$ cat src/rtl/float_pkg.sv
// Width helpers shared by the parametrised floating-point adder and its normaliser.
package float_pkg;

  localparam int EXP_W_DEFAULT = 5;
  localparam int MAN_W_DEFAULT = 10;

  function automatic int word_w(input int exp_w, input int man_w);
    return 1 + exp_w + man_w;
  endfunction

  function automatic int frac_w(input int man_w);
    return man_w + 1;
  endfunction

  // The all-ones exponent field is reserved, so the largest finite one is one below it.
  function automatic int exp_max_finite(input int exp_w);
    return (1 << exp_w) - 2;
  endfunction

  function automatic int lzc_w(input int width);
    return $clog2(width + 1);
  endfunction

endpackage

$ cat src/rtl/float_lzc.sv
// Leading-zero counter; an all-zero input reports WIDTH.
module float_lzc
  import float_pkg::*;
#(
  parameter int WIDTH = 11,
  parameter int CNT_W = lzc_w(WIDTH)
) (
  input  logic [WIDTH-1:0] din,
  output logic [CNT_W-1:0] cnt
);

  // Scan upward so the highest set bit has the final say.
  always_comb begin
    cnt = CNT_W'(WIDTH);
    for (int i = 0; i < WIDTH; i++) begin
      cnt = din[i] ? CNT_W'(WIDTH - 1 - i) : cnt;
    end
  end

endmodule

$ cat src/rtl/float_add_pipe.sv
// Three-stage floating-point add/sub (align, add, normalise) with truncation,
// overflow saturation, underflow flush and a sideband tag.
module float_add_pipe
  import float_pkg::*;
#(
  parameter int EXP_W = 5,
  parameter int MAN_W = 10,
  parameter int TAG_W = 4,
  localparam int W = word_w(EXP_W, MAN_W),
  localparam int FRAC_W = frac_w(MAN_W)
) (
  input  logic             clk,
  input  logic             reset_n,
  input  logic             in_valid,
  output logic             in_ready,
  input  logic [W-1:0]     in_a,
  input  logic [W-1:0]     in_b,
  input  logic             in_sub,
  input  logic [TAG_W-1:0] in_tag,
  output logic             out_valid,
  input  logic             out_ready,
  output logic [W-1:0]     out_sum,
  output logic             out_ovf,
  output logic             out_udf,
  output logic [TAG_W-1:0] out_tag
);

  localparam int LZ_W = lzc_w(FRAC_W);
  localparam int XW = EXP_W + 2;
  localparam logic signed [XW-1:0] EXP_TOP  = XW'((1 << EXP_W) - 1);
  localparam logic signed [XW-1:0] EXP_ZERO = '0;
  localparam logic [EXP_W-1:0]     EXP_SAT  = EXP_W'(exp_max_finite(EXP_W));

  logic adv_s;
  assign adv_s    = !out_valid | out_ready;
  assign in_ready = adv_s;

  logic sa_s, sb_s, za_s, zb_s, sgna_s, sgnb_s;
  logic [EXP_W-1:0] ea_s, eb_s, diff_s, exp1_s;
  logic [MAN_W-1:0] ma_s, mb_s;
  logic [FRAC_W-1:0] fa_s, fb_s;

  // Align: zero operands pass the other through; otherwise shift the smaller-exponent fraction.
  always_comb begin
    sa_s   = in_a[W-1];
    sb_s   = in_b[W-1] ^ in_sub;
    ea_s   = in_a[W-2:MAN_W];
    eb_s   = in_b[W-2:MAN_W];
    ma_s   = in_a[MAN_W-1:0];
    mb_s   = in_b[MAN_W-1:0];
    za_s   = (ea_s == '0);
    zb_s   = (eb_s == '0);
    diff_s = '0;
    exp1_s = '0;
    fa_s   = '0;
    fb_s   = '0;
    sgna_s = 1'b0;
    sgnb_s = 1'b0;
    if (za_s && zb_s) begin
      exp1_s = '0;
    end else if (za_s) begin
      exp1_s = eb_s;
      fb_s   = {1'b1, mb_s};
      sgna_s = sb_s;
      sgnb_s = sb_s;
    end else if (zb_s) begin
      exp1_s = ea_s;
      fa_s   = {1'b1, ma_s};
      sgna_s = sa_s;
      sgnb_s = sa_s;
    end else if (ea_s >= eb_s) begin
      diff_s = ea_s - eb_s;
      exp1_s = ea_s;
      fa_s   = {1'b1, ma_s};
      fb_s   = (int'(diff_s) > MAN_W) ? '0 : ({1'b1, mb_s} >> diff_s);
      sgna_s = sa_s;
      sgnb_s = sb_s;
    end else begin
      diff_s = eb_s - ea_s;
      exp1_s = eb_s;
      fa_s   = (int'(diff_s) > MAN_W) ? '0 : ({1'b1, ma_s} >> diff_s);
      fb_s   = {1'b1, mb_s};
      sgna_s = sa_s;
      sgnb_s = sb_s;
    end
  end

  logic              v1_r, sgna_r, sgnb_r;
  logic [TAG_W-1:0]  tag1_r;
  logic [EXP_W-1:0]  exp1_r;
  logic [FRAC_W-1:0] fa_r, fb_r;

  // Stage 1 register: aligned operands.
  always_ff @(posedge clk or negedge reset_n) begin
    if (!reset_n) begin
      v1_r   <= 1'b0;
      tag1_r <= '0;
      exp1_r <= '0;
      fa_r   <= '0;
      fb_r   <= '0;
      sgna_r <= 1'b0;
      sgnb_r <= 1'b0;
    end else if (adv_s) begin
      v1_r   <= in_valid;
      tag1_r <= in_tag;
      exp1_r <= exp1_s;
      fa_r   <= fa_s;
      fb_r   <= fb_s;
      sgna_r <= sgna_s;
      sgnb_r <= sgnb_s;
    end
  end

  logic [FRAC_W:0] sum2_s;
  logic            sign2_s;

  // Add magnitudes on matching signs, else subtract the smaller; a tie is an exact +0.
  always_comb begin
    sum2_s  = '0;
    sign2_s = 1'b0;
    if (sgna_r == sgnb_r) begin
      sum2_s  = {1'b0, fa_r} + {1'b0, fb_r};
      sign2_s = sgna_r;
    end else if (fa_r > fb_r) begin
      sum2_s  = {1'b0, fa_r - fb_r};
      sign2_s = sgna_r;
    end else if (fb_r > fa_r) begin
      sum2_s  = {1'b0, fb_r - fa_r};
      sign2_s = sgnb_r;
    end else begin
      sum2_s  = '0;
      sign2_s = 1'b0;
    end
  end

  logic             v2_r, sign2_r, zero2_r;
  logic [TAG_W-1:0] tag2_r;
  logic [EXP_W-1:0] exp2_r;
  logic [FRAC_W:0]  sum2_r;

  // Stage 2 register: raw sum with common exponent.
  always_ff @(posedge clk or negedge reset_n) begin
    if (!reset_n) begin
      v2_r    <= 1'b0;
      tag2_r  <= '0;
      exp2_r  <= '0;
      sum2_r  <= '0;
      sign2_r <= 1'b0;
      zero2_r <= 1'b0;
    end else if (adv_s) begin
      v2_r    <= v1_r;
      tag2_r  <= tag1_r;
      exp2_r  <= exp1_r;
      sum2_r  <= sum2_s;
      sign2_r <= sign2_s;
      zero2_r <= (sum2_s == '0);
    end
  end

  logic [LZ_W-1:0]        lz_s;
  logic signed [XW-1:0]   exp_ext_s, exp3_s;
  logic [MAN_W-1:0]       man3_s;
  logic [W-1:0]           sum3_s;
  logic                   ovf3_s, udf3_s;

  float_lzc #(.WIDTH(FRAC_W), .CNT_W(LZ_W)) u_lzc (
    .din (sum2_r[FRAC_W-1:0]),
    .cnt (lz_s)
  );

  // Normalise; the hidden bit falls off the top of the shifted mantissa.
  always_comb begin
    exp_ext_s = signed'({2'b00, exp2_r});
    exp3_s    = exp_ext_s;
    man3_s    = '0;
    sum3_s    = '0;
    ovf3_s    = 1'b0;
    udf3_s    = 1'b0;
    if (sum2_r[FRAC_W]) begin
      exp3_s = exp_ext_s + XW'(1);
      man3_s = sum2_r[MAN_W:1];
    end else begin
      exp3_s = exp_ext_s - XW'(lz_s);
      man3_s = sum2_r[MAN_W-1:0] << lz_s;
    end
    if (zero2_r) begin
      sum3_s = '0;
    end else if (exp3_s >= EXP_TOP) begin
      sum3_s = {sign2_r, EXP_SAT, {MAN_W{1'b1}}};
      ovf3_s = 1'b1;
    end else if (exp3_s <= EXP_ZERO) begin
      sum3_s = '0;
      udf3_s = 1'b1;
    end else begin
      sum3_s = {sign2_r, exp3_s[EXP_W-1:0], man3_s};
    end
  end

  // Output register, held while the consumer stalls.
  always_ff @(posedge clk or negedge reset_n) begin
    if (!reset_n) begin
      out_valid <= 1'b0;
      out_sum   <= '0;
      out_ovf   <= 1'b0;
      out_udf   <= 1'b0;
      out_tag   <= '0;
    end else if (adv_s) begin
      out_valid <= v2_r;
      out_sum   <= sum3_s;
      out_ovf   <= ovf3_s;
      out_udf   <= udf3_s;
      out_tag   <= tag2_r;
    end
  end

endmodule

$ cat config.mk
export PLATFORM = sky130hd
export DESIGN_NAME = float_add_pipe
export DESIGN_NICKNAME = d
export VERILOG_FILES = /design/src/rtl/float_pkg.sv /design/src/rtl/float_lzc.sv /design/src/rtl/float_add_pipe.sv
export SDC_FILE = /design/constraint.sdc
export NUM_CORES = 1
export LEC_CHECK = 0
export CAP_MARGIN = 20
export CORE_ASPECT_RATIO = 1.2
export CORE_MARGIN = 4
export CORE_UTILIZATION = 52
export CTS_CLUSTER_DIAMETER = 80
export CTS_CLUSTER_SIZE = 40
export DETAILED_ROUTE_END_ITERATION = 7
export PLACE_DENSITY = 0.81
export SLEW_MARGIN = 20
export SYNTH_ARGS = -nofsm -noshare
export SYNTH_HDL_FRONTEND = slang
export SYNTH_SLANG_ARGS = --single-unit
$ cat constraint.sdc
create_clock -name clk -period 3 [get_ports clk]
set_input_delay 0.45 -clock clk [delete_from_list [all_inputs] [get_ports clk]]
set_output_delay 0.45 -clock clk [all_outputs]
set_load 0.1 [all_outputs]
== Word-level counts from Yosys, hierarchy flattened ==
Index checks and enable logic that the tools add are counted.

* Logic and storage cells: 89
* Input port bits: 41
* Bits in registers: 81
* Output and inout bits: 24

* Muxes and demuxes: 46
* Order comparisons: 7
* Shift operators: 3
* $add $sub $neg: 7
* Bitwise operators: 2
* Equality and inequality tests: 1
* Reductions and logical operators: 5

{| class="wikitable"
|+ Operator list
! cell !! number
|-
| $mux W11 || 12
|-
| $mux W16 || 3
|-
| $mux W4 || 10
|-
| $gt A11 B11 Y1 || 2
|-
| $shr A11 B5 Y11 || 2
|-
| $sub A11 B11 Y11 || 2
|-
| $mux W5 || 4
|-
| $mux W1 || 14
|-
| $add A11 B11 Y12 || 1
|-
| $logic_not A12 Y1 || 1
|-
| $mux W12 || 1
|-
| $gt A5 B4 Y1 const B || 2
|-
| $logic_not A5 Y1 || 2
|-
| $mux W10 || 1
|-
| $shl A10 B4 Y10 || 1
|-
| $sub A5 B5 Y5 || 2
|-
| $ge A7 B6 Y1 const B || 1
|-
| $le A7 B1 Y1 const B || 1
|-
| $mux W7 || 1
|-
| $add A5 B1 Y6 const B || 1
|-
| $sub A5 B4 Y6 || 1
|-
| $ge A5 B5 Y1 || 1
|-
| $eq A1 B1 Y1 || 1
|-
| $logic_and A1 B1 Y1 || 1
|-
| other kinds (3) || 3
|}

== Depth between registers and ports, before layout ==
Gate-level depths: netlist of run 1.

* Word-level depth: 17
* Mapped depth: 17
* Depth with buffers taken out: 15

== By module ==
A second synthesis of run 1 with hierarchy kept.

* Cells, all modules: 841
* Area total of the unflattened synthesis: 6977.9 sq um

{| class="wikitable"
|+ Modules (own cells, without submodules)
! module !! seq. area each (sq um) !! area each (sq um) !! times used !! cells each
|-
| float_add_pipe || 2026.9 || 6867.8 || 1 || 824
|-
| float_lzc || 0.0 || 110.1 || 1 || 17
|}

== Least setup slack after synthesis of run 1 ==
Ideal clock, no wire load.

* Path kind: register to register
* Start point: reg sum2_r[0]
* End point: reg out_sum[3]
* Path buffers: 2
* Arrival: 3.138 ns
* Path slack: -0.265 ns
* Setup time: 0.126 ns
* Clock period less this slack: 3.265 ns
* Cell stages (with the launch flop): 17
* Required time: 2.874 ns
* Cells stage by stage: dfrtp_1 nor2b_1 o21bai_1 a21oi_1 o41ai_1 buf_2 ha_1 fa_1 nor2b_1 o21a_1 o31ai_1 xor2_1 o41ai_1 and2_1 nor3_2 buf_2 a221o_1

* Longest elaborated chain between the ends: 17
* Elaborated cells on any way between the ends: 20
* Those cells by class: add/sub (1); order compare (2); shift (1); mux (16)

{| class="wikitable"
|+ RTL lines
! what !! RTL line !! RTL
|-
| start, declared || float_add_pipe.sv:139 || <nowiki>logic [FRAC_W:0] sum2_r;</nowiki>
|-
| start signal, assigned || float_add_pipe.sv:154 || <nowiki>sum2_r <= sum2_s;</nowiki>
|-
| $mux W1 || float_lzc.sv:16 || <nowiki>cnt = din[i] ? CNT_W'(WIDTH - 1 - i) : cnt;</nowiki>
|-
| $mux W4 (10 in series) || float_lzc.sv:16 ||
|-
| $sub A5 B4 Y6 || float_add_pipe.sv:183 || <nowiki>exp3_s = exp_ext_s - XW'(lz_s);</nowiki>
|-
| $mux W7 || float_add_pipe.sv:179 || <nowiki>if (sum2_r[FRAC_W]) begin</nowiki>
|-
| $le A7 B1 Y1 || float_add_pipe.sv:191 || <nowiki>end else if (exp3_s <= EXP_ZERO) begin</nowiki>
|-
| $mux W16 || float_add_pipe.sv:191 ||
|-
| $mux W16 * || float_add_pipe.sv:188 || <nowiki>end else if (exp3_s >= EXP_TOP) begin</nowiki>
|-
| $mux W16 * || float_add_pipe.sv:186 || <nowiki>if (zero2_r) begin</nowiki>
|-
| end signal, assigned || float_add_pipe.sv:209 || <nowiki>out_sum <= sum3_s;</nowiki>
|-
| end, declared || float_add_pipe.sv:22 || <nowiki>output logic [W-1:0] out_sum,</nowiki>
|}

Every way passes the cells marked *; elsewhere a longest branch is shown, timed or not.
A chain may end at the register's enable or synchronous reset.

== Final worst setup path of run 1 ==
* Start point: reg sum2_r[0]
* End point: reg out_sum[1]

The elaborated chain is that of the path after synthesis.

==> flow_summary.toml, run 1 <==
[outcome]
violations = "negative setup slack"
status = "finished, violations left"

[sta]
timing_worst_slew_pin_value_ns = 0.707
slew_violations = 0
worst_clock_skew_ns = 0.00875
clock.fmax_mhz = 308
setup_violations = 16
final_hold_violations = 0
slew_headroom = 0.529
layout_setup_ws_ns = -0.244
finalHoldWorstSlack_ns = 0.0511
rsz0062_at_grt = "yes"
finalCritPeriodShare = 1.08
final.min_clock_period_ns = 3.24
tns_ns = -2.82

[placed_design]
hpwl_microns = 15200
finalWeightedCongestion = 0.986
dpl_worst_slack_ns = -0.212
dp_cells = 1132
io_buffer_count = 64

[logic_synthesis]
number_of_flops_mapped_to_enable_cells_by_yosys = 0
postSynthRegisterBits = 81
yosys.cell_types.count = 75
synth_sequential_area_ratio = 0.294
yosys.area.top_type = "dfrtp_1"
synth_area_leaders = "dfrtp_1 29%, ha_1 8.5%, a21oi_1 6.0%"
mappedNetlistNets = 920
asyncSetResetFlopFracSynth = 1.00
synthesis.yosys.warnings = 0
netlist.area_leader.share = 0.294
syn-mean-instance-area_sq_um = 8.34
syn_area_sq_um = 6890
postSynthCellCount = 826
postSynth.topFlopCell = "dfrtp_1"

[floorplanning]
die_w_microns = 113
ioPinCount = 65
die_h_microns = 134
design.die.area_sq_um = 15200
fp-row-count = 45
initial_core_util = 0.537
core_area_sq_um = 12800

[setup_path]
worst-r2r-setup-slack_ns = -0.24
worst-path-stages = 16
cell_with_the_largest_stage_delay_on_the_worst_path = "dfrtp_1"
critPathLaunch = "sum2_r[0]"
cp_top_family = "compound AO/OA/AOI/OAI gates"
critical_path_required_ns = 3.22
worstPathBufferInverterCount = 2
timing.critical_path.arrival_ns = 3.46
critPathCaptureType = "flip-flop"
worst_setup_path_start_kind = "flip-flop"
worst_r2r_startpoint = "sum2_r[0]"
ff2ff_path_depth = 16
critical_r2r_capture = "out_sum[1]"
crit_path_max_incr_delay_ns = 0.37
crit_chain = "nor2b_1 > o21bai_1 > a21oi_2 > o41ai_2 > buf_4 > ha_4 > fa_2 > nor2b_1 > o21a_1 > o31ai_2 > xor2_1 > o41ai_2 > and2_4 > nor3_4 > buf_6 > a221o_1"
worstPathMaxFanout = 7
critical_path_class = "flip-flop to flip-flop"

[clock_network]
holdBufCountCts = 0
clkSlewWorstSetupHoldPaths_ns = 0.07
cts.root.buffer_cell = "clkbuf_16"
cts_made_buffers = 9
insertion_delay_ns = 0.34
clock_path_buffers = 2
tritoncts = "done"
clock_tree.htree_level_count = 3
cts.sinks = 81

[power_and_ir_drop]
total_leakage_power_nw = 4.15
peakVddDrop_mv = 0.787
powerDensity_nw_per_um2 = 1170

[drt]
antenna_violating_nets_post_route = 0
vias_post_dr = 7137
first_iter_violations = 485
routed_wirelength_microns = 21000
number_of_iterations_in_the_first_detailed_routing_pass = 7
post_detailed_route_via_to_cell_ratio = 6.15
drc_errors = 0
routed_len_inst_microns = 18.1

[global_routing]
grt_antenna_before_repair = 0
grt_pass1_wl_microns = 31800
vias_in_the_first_global_route = 6564
track_usage = 0.255
global_route.overflow_total = 0
largest_net_degree_at_the_start_of_global_routing = 67

[finish]
drive_above_1_share = 0.276
fill_cells = 941
nets = 1086
syn2layout_area_growth_pct = 33.6
fin_cells = 1161
insertedDiodeCount = 0

[hold_path]
worst_hold_path_type = "primary input to asynchronous set/reset pin"

[run]
cap_viol_max_count = 0
-- stage by stage --
stage / util / cell area (sq um) / power [mW]
6_report: 0.717 / 9210 / 10.7
3_3_place_gp: 0.659 / 8470 / 8.53
3_5_place_dp: 0.659 / 8470 / 8.63
4_1_cts: 0.685 / 8790 / 9.84
5_1_grt: 0.717 / 9210 / 11.3
2_1_floorplan: - / 6920 / 6.35
-- flip-flops by register name (all words and copies together), names as in the netlist --
register / count
exp1_r: 5
exp2_r: 5
fa_r: 11
fb_r: 11
out_ovf: 1
out_sum: 16
out_tag: 4
out_udf: 1
out_valid: 1
sgna_r: 1
sgnb_r: 1
sign2_r: 1
sum2_r: 12
tag1_r: 4
tag2_r: 4
v1_r: 1
v2_r: 1
zero2_r: 1
-- worst max path at each step --
stage | endpoint | slack (ns)
final | out_sum[1] | -0.24
after global routing | out_sum[12] | -0.38
after CTS | out_sum[11] | -0.07
after detailed placement | out_sum[12] | -0.21
after global placement | out_sum[11] | -0.13
after floorplan | out_sum[8] | -0.13
-- per-layer routing --
metal | track usage | up-vias | part of all wire
li1 | - | 3344 | -
met1 | 0.310 | 3411 | 0.39
met2 | 0.455 | 314 | 0.52
met3 | 0.0293 | 68 | 0.053
met4 | 0.108 | 0 | 0.036
met5 | 0 | - | 0
-- cells in the mapped netlist (5+ instances only) --
cell	number
nand4_1	6
fa_1	6
nand2b_1	12
a21o_1	11
ha_1	47
a31oi_1	7
clkbuf_1	29
buf_2	12
o21ai_1	6
nor3_1	19
a21oi_1	83
mux4_2	12
mux2i_1	23
nor4_1	9
o21a_1	5
o21ai_0	45
nor2_1	52
or3_1	7
o21bai_1	5
xor2_1	11
o22ai_1	27
a211oi_1	8
a221o_1	10
inv_1	55
nand2_1	104
a22oi_1	6
nor2b_1	13
nand3_1	12
dfrtp_1	81
xnor2_1	11
o31ai_1	12
-- where the power goes --
group	internal (mW)	leakage, nW	switching (mW)
Sequential	1.50	1.00	0.347
Combinational	3.21	3.00	4.52
Clock	0.663	0.146	0.496
Total	5.38	4.15	5.36
-- final cells by class --
class,count,area [sq um],share of cell area
repair buffers,202,1660,0.180
well taps,164,205,0.0223
clock inverters,7,85.1,0.00924
multi-input cells,639,4780,0.519
clock buffers,9,225,0.0245
flip-flops and latches,81,2030,0.220
inverters,59,221,0.0241
-- cells in the final DEF (no fill, tap or decap), drive strengths merged, types with 28 or more instances in the layout --
| cell | instances |
|---|---|
| o22ai | 28 |
| inv | 62 |
| buf | 163 |
| nand2 | 105 |
| o21ai | 51 |
| dfrtp | 81 |
| a21oi | 84 |
| ha | 47 |
| clkdlybuf4s50 | 39 |
| nor2 | 52 |
-- timing repair --
item | in CTS | in global routing
gates resized for setup | 2 | 78
pin swaps | 3 | 18
endpoints found under the setup margin | 15 | 21
gates cloned | 0 | 2
buffers inserted | 1 | 12
endpoints found under the hold margin | 0 | 0
-- worst reg2reg max path: stages (launching register included) --
cell      delay [ns]
dfrtp_1         0.37
nor2b_1         0.13
o21bai_1        0.17
a21oi_2         0.09
o41ai_2         0.25
buf_4           0.19
ha_4            0.13
fa_2            0.20
nor2b_1         0.06
o21a_1          0.17
o31ai_2         0.21
xor2_1          0.14
o41ai_2         0.25
and2_4          0.22
nor3_4          0.05
buf_6           0.17
a221o_1         0.32
-- logic make-up (layout without fill, tap and decap cells) --
kind of cell | after synthesis | in the layout | share of synthesized area
flops | 81 | 81 | 0.294
buf+inv | 106 | 277 | 0.0632
compound gates | 271 | 271 | 0.262
fa+ha+maj | 53 | 53 | 0.103
mux | 35 | 35 | 0.0726
xor+xnor | 22 | 22 | 0.0280
simple gates | 258 | 258 | 0.177
Power figures use the tool's default switching activity.
==> run 2, diff against run 1 <==
==> constraint.sdc (replaced) <==
create_clock -name clk -period 3 [get_ports clk]
set_input_delay 0.45 -clock clk [delete_from_list [all_inputs] [get_ports clk]]
set_output_delay 0.45 -clock clk [all_outputs]
set_load 0.005 [all_outputs]
==> flow_summary.toml, run 2 (same netlist as run 1, synthesis figures left out) <==
[outcome]
violations = "negative setup slack"
status = "finished, violations left"

[global_routing]
grt_antenna_before_repair = 0
vias_in_the_first_global_route = 6749
track_usage = 0.257
grt_pass1_wl_microns = 32000
global_route.overflow_total = 0
largest_net_degree_at_the_start_of_global_routing = 82

[drt]
routed_len_inst_microns = 17.9
number_of_iterations_in_the_first_detailed_routing_pass = 5
post_detailed_route_via_to_cell_ratio = 6.11
antenna_violating_nets_post_route = 0
routed_wirelength_microns = 21000
drc_errors = 0
vias_post_dr = 7161
first_iter_violations = 534

[sta]
finalHoldWorstSlack_ns = 0.128
final_hold_violations = 0
slew_headroom = 0.496
final.min_clock_period_ns = 3.31
slew_violations = 0
tns_ns = -3.32
worst_clock_skew_ns = 0.00559
clock.fmax_mhz = 302
setup_violations = 16
finalCritPeriodShare = 1.10
rsz0062_at_grt = "yes"
timing_worst_slew_pin_value_ns = 0.756
layout_setup_ws_ns = -0.307

[power_and_ir_drop]
peakVddDrop_mv = 0.512
report.power.total_mw = 9.85
cellInternalPower_mw = 5.52
total_leakage_power_nw = 4.17
power_frac_seq = 0.189
power_switching_mw = 4.33
powerDensity_nw_per_um2 = 1050
combinationalPowerShare = 0.692
switching_share_of_power = 0.440
share_clk_of_total_power = 0.119

[placed_design]
io_buffer_count = 64
finalWeightedCongestion = 0.938
post_dp_cell_area_sq_um = 8510
hpwl_microns = 14800

[floorplanning]
core_area_sq_um = 12800
die_h_microns = 134
fp-row-count = 45
initial_core_util = 0.537
design.die.area_sq_um = 15200
die_w_microns = 113
ioPinCount = 65

[clock_network]
holdBufCountCts = 0
cts.root.buffer_cell = "clkbuf_16"
tritoncts = "done"
clock_path_buffers = 2
clock_tree.htree_level_count = 3
cts.sinks = 81
cts_made_buffers = 9
clkSlewWorstSetupHoldPaths_ns = 0.07
insertion_delay_ns = 0.34

[hold_path]
worst_hold_path_type = "primary input to asynchronous set/reset pin"

[finish]
syn2layout_area_growth_pct = 36.0
multi_input_gate_area_in_the_final_layout_sq_um = 4810
registers.top_by_ff_count = "out_sum"
most_common_cell_after_layout_fill_and_taps_aside = "buf_4"
fill_cells = 893
insertedDiodeCount = 0
register_area_sq_um = 2030
drive_above_1_share = 0.262
postLayoutCellArea_sq_um = 9370
layout_common_cells = "140 x buf_4, 100 x nand2_1, 79 x a21oi_1, 77 x dfrtp_1, 63 x clkdlybuf4s50_1"
nets = 1097
layout_top_registers = "out_sum: 16 flops, sum2_r: 12 flops"
largest_register_ff_count = 16

[setup_path]
critical_path_required_ns = 3.23
critical_path_class = "flip-flop to flip-flop"
worstPathMaxFanout = 6
worst_setup_path_start_kind = "flip-flop"
critPathCaptureType = "flip-flop"
timing.critical_path.arrival_ns = 3.54
ff2ff_path_depth = 14

[run]
cap_viol_max_count = 0
==> run 2: cell count changes in the layout (fill, tap and decap cells not counted), moves of 4 or more <==
cell             delta
clkdlybuf4s50_1    +24
buf_4              -15
a21oi_2             -5
o21ai_1             +5
a21oi_1             +4
==> run 2: metrics by stage <==
step / std cells / util / setup WS [ns]
floorplan: 826 / - / -0.133
global placement: 1130 / 0.663 / -0.449
detailed placement: 1130 / 0.663 / -0.564
CTS: 1153 / 0.693 / -0.179
global route: 1172 / 0.730 / -0.417
finish: 1172 / 0.730 / -0.307
==> run 2: power groups by stage <==
stage          Combinational, mW  Sequential [mW]  Clock [mW]
6_report                    6.81             1.87        1.17
3_5_place_dp                5.82             1.82           0
2_1_floorplan               3.57             1.80           0
4_1_cts                     6.04             1.81        1.18
3_3_place_gp                5.76             1.80           0
5_1_grt                     7.36             1.91        1.22
==> run 2: critical path: stages, from the launching register on <==
cell and delay, ns:
dfrtp_1 0.46, nor2_1 0.15, nand2_1 0.10, nor2_1 0.21, inv_1 0.11, ha_1 0.30
nor2b_1 0.13, o21a_1 0.18, o31ai_2 0.22, xor2_1 0.15, o41ai_2 0.40, and2_4 0.24
nor3_4 0.07, buf_4 0.16, a221o_1 0.28
==> run 2: area by class of cell <==
class	count	share of cell area
inverters	59	0.0238
repair buffers	212	0.191
clock buffers	9	0.0240
clock inverters	7	0.00934
multi-input cells	640	0.513
well taps	164	0.0219
flip-flops and latches	81	0.217
==> run 2: repair_timing <==
action                                  in CTS  in global routing
endpoints found under the hold margin        0                  0
cloned                                       1                  1
resized for setup                            9                 73
buffers inserted                             7                 19
pin swaps                                   12                 21
endpoints found under the setup margin      15                 19
==> run 2: final timing paths <==
check	slack, ns	start	end
min reg2reg	0.47	tag2_r[2]	tag2_r[2]
max	-0.31	sum2_r[8]	out_sum[8]
max in group asynchronous	2.30	reset_n	sum2_r[5]
max reg2reg	-0.31	sum2_r[8]	out_sum[8]
min	0.13	reset_n	fb_r[3]
min in group clk	0.47	tag2_r[2]	tag2_r[2]
==> run 2: metal layers <==
layer	up-vias	share of wire	global-route usage
li1	3371	-	-
met1	3421	0.40	0.305
met2	301	0.51	0.455
met3	68	0.048	0.0370
met4	0	0.041	0.122
met5	-	0	0
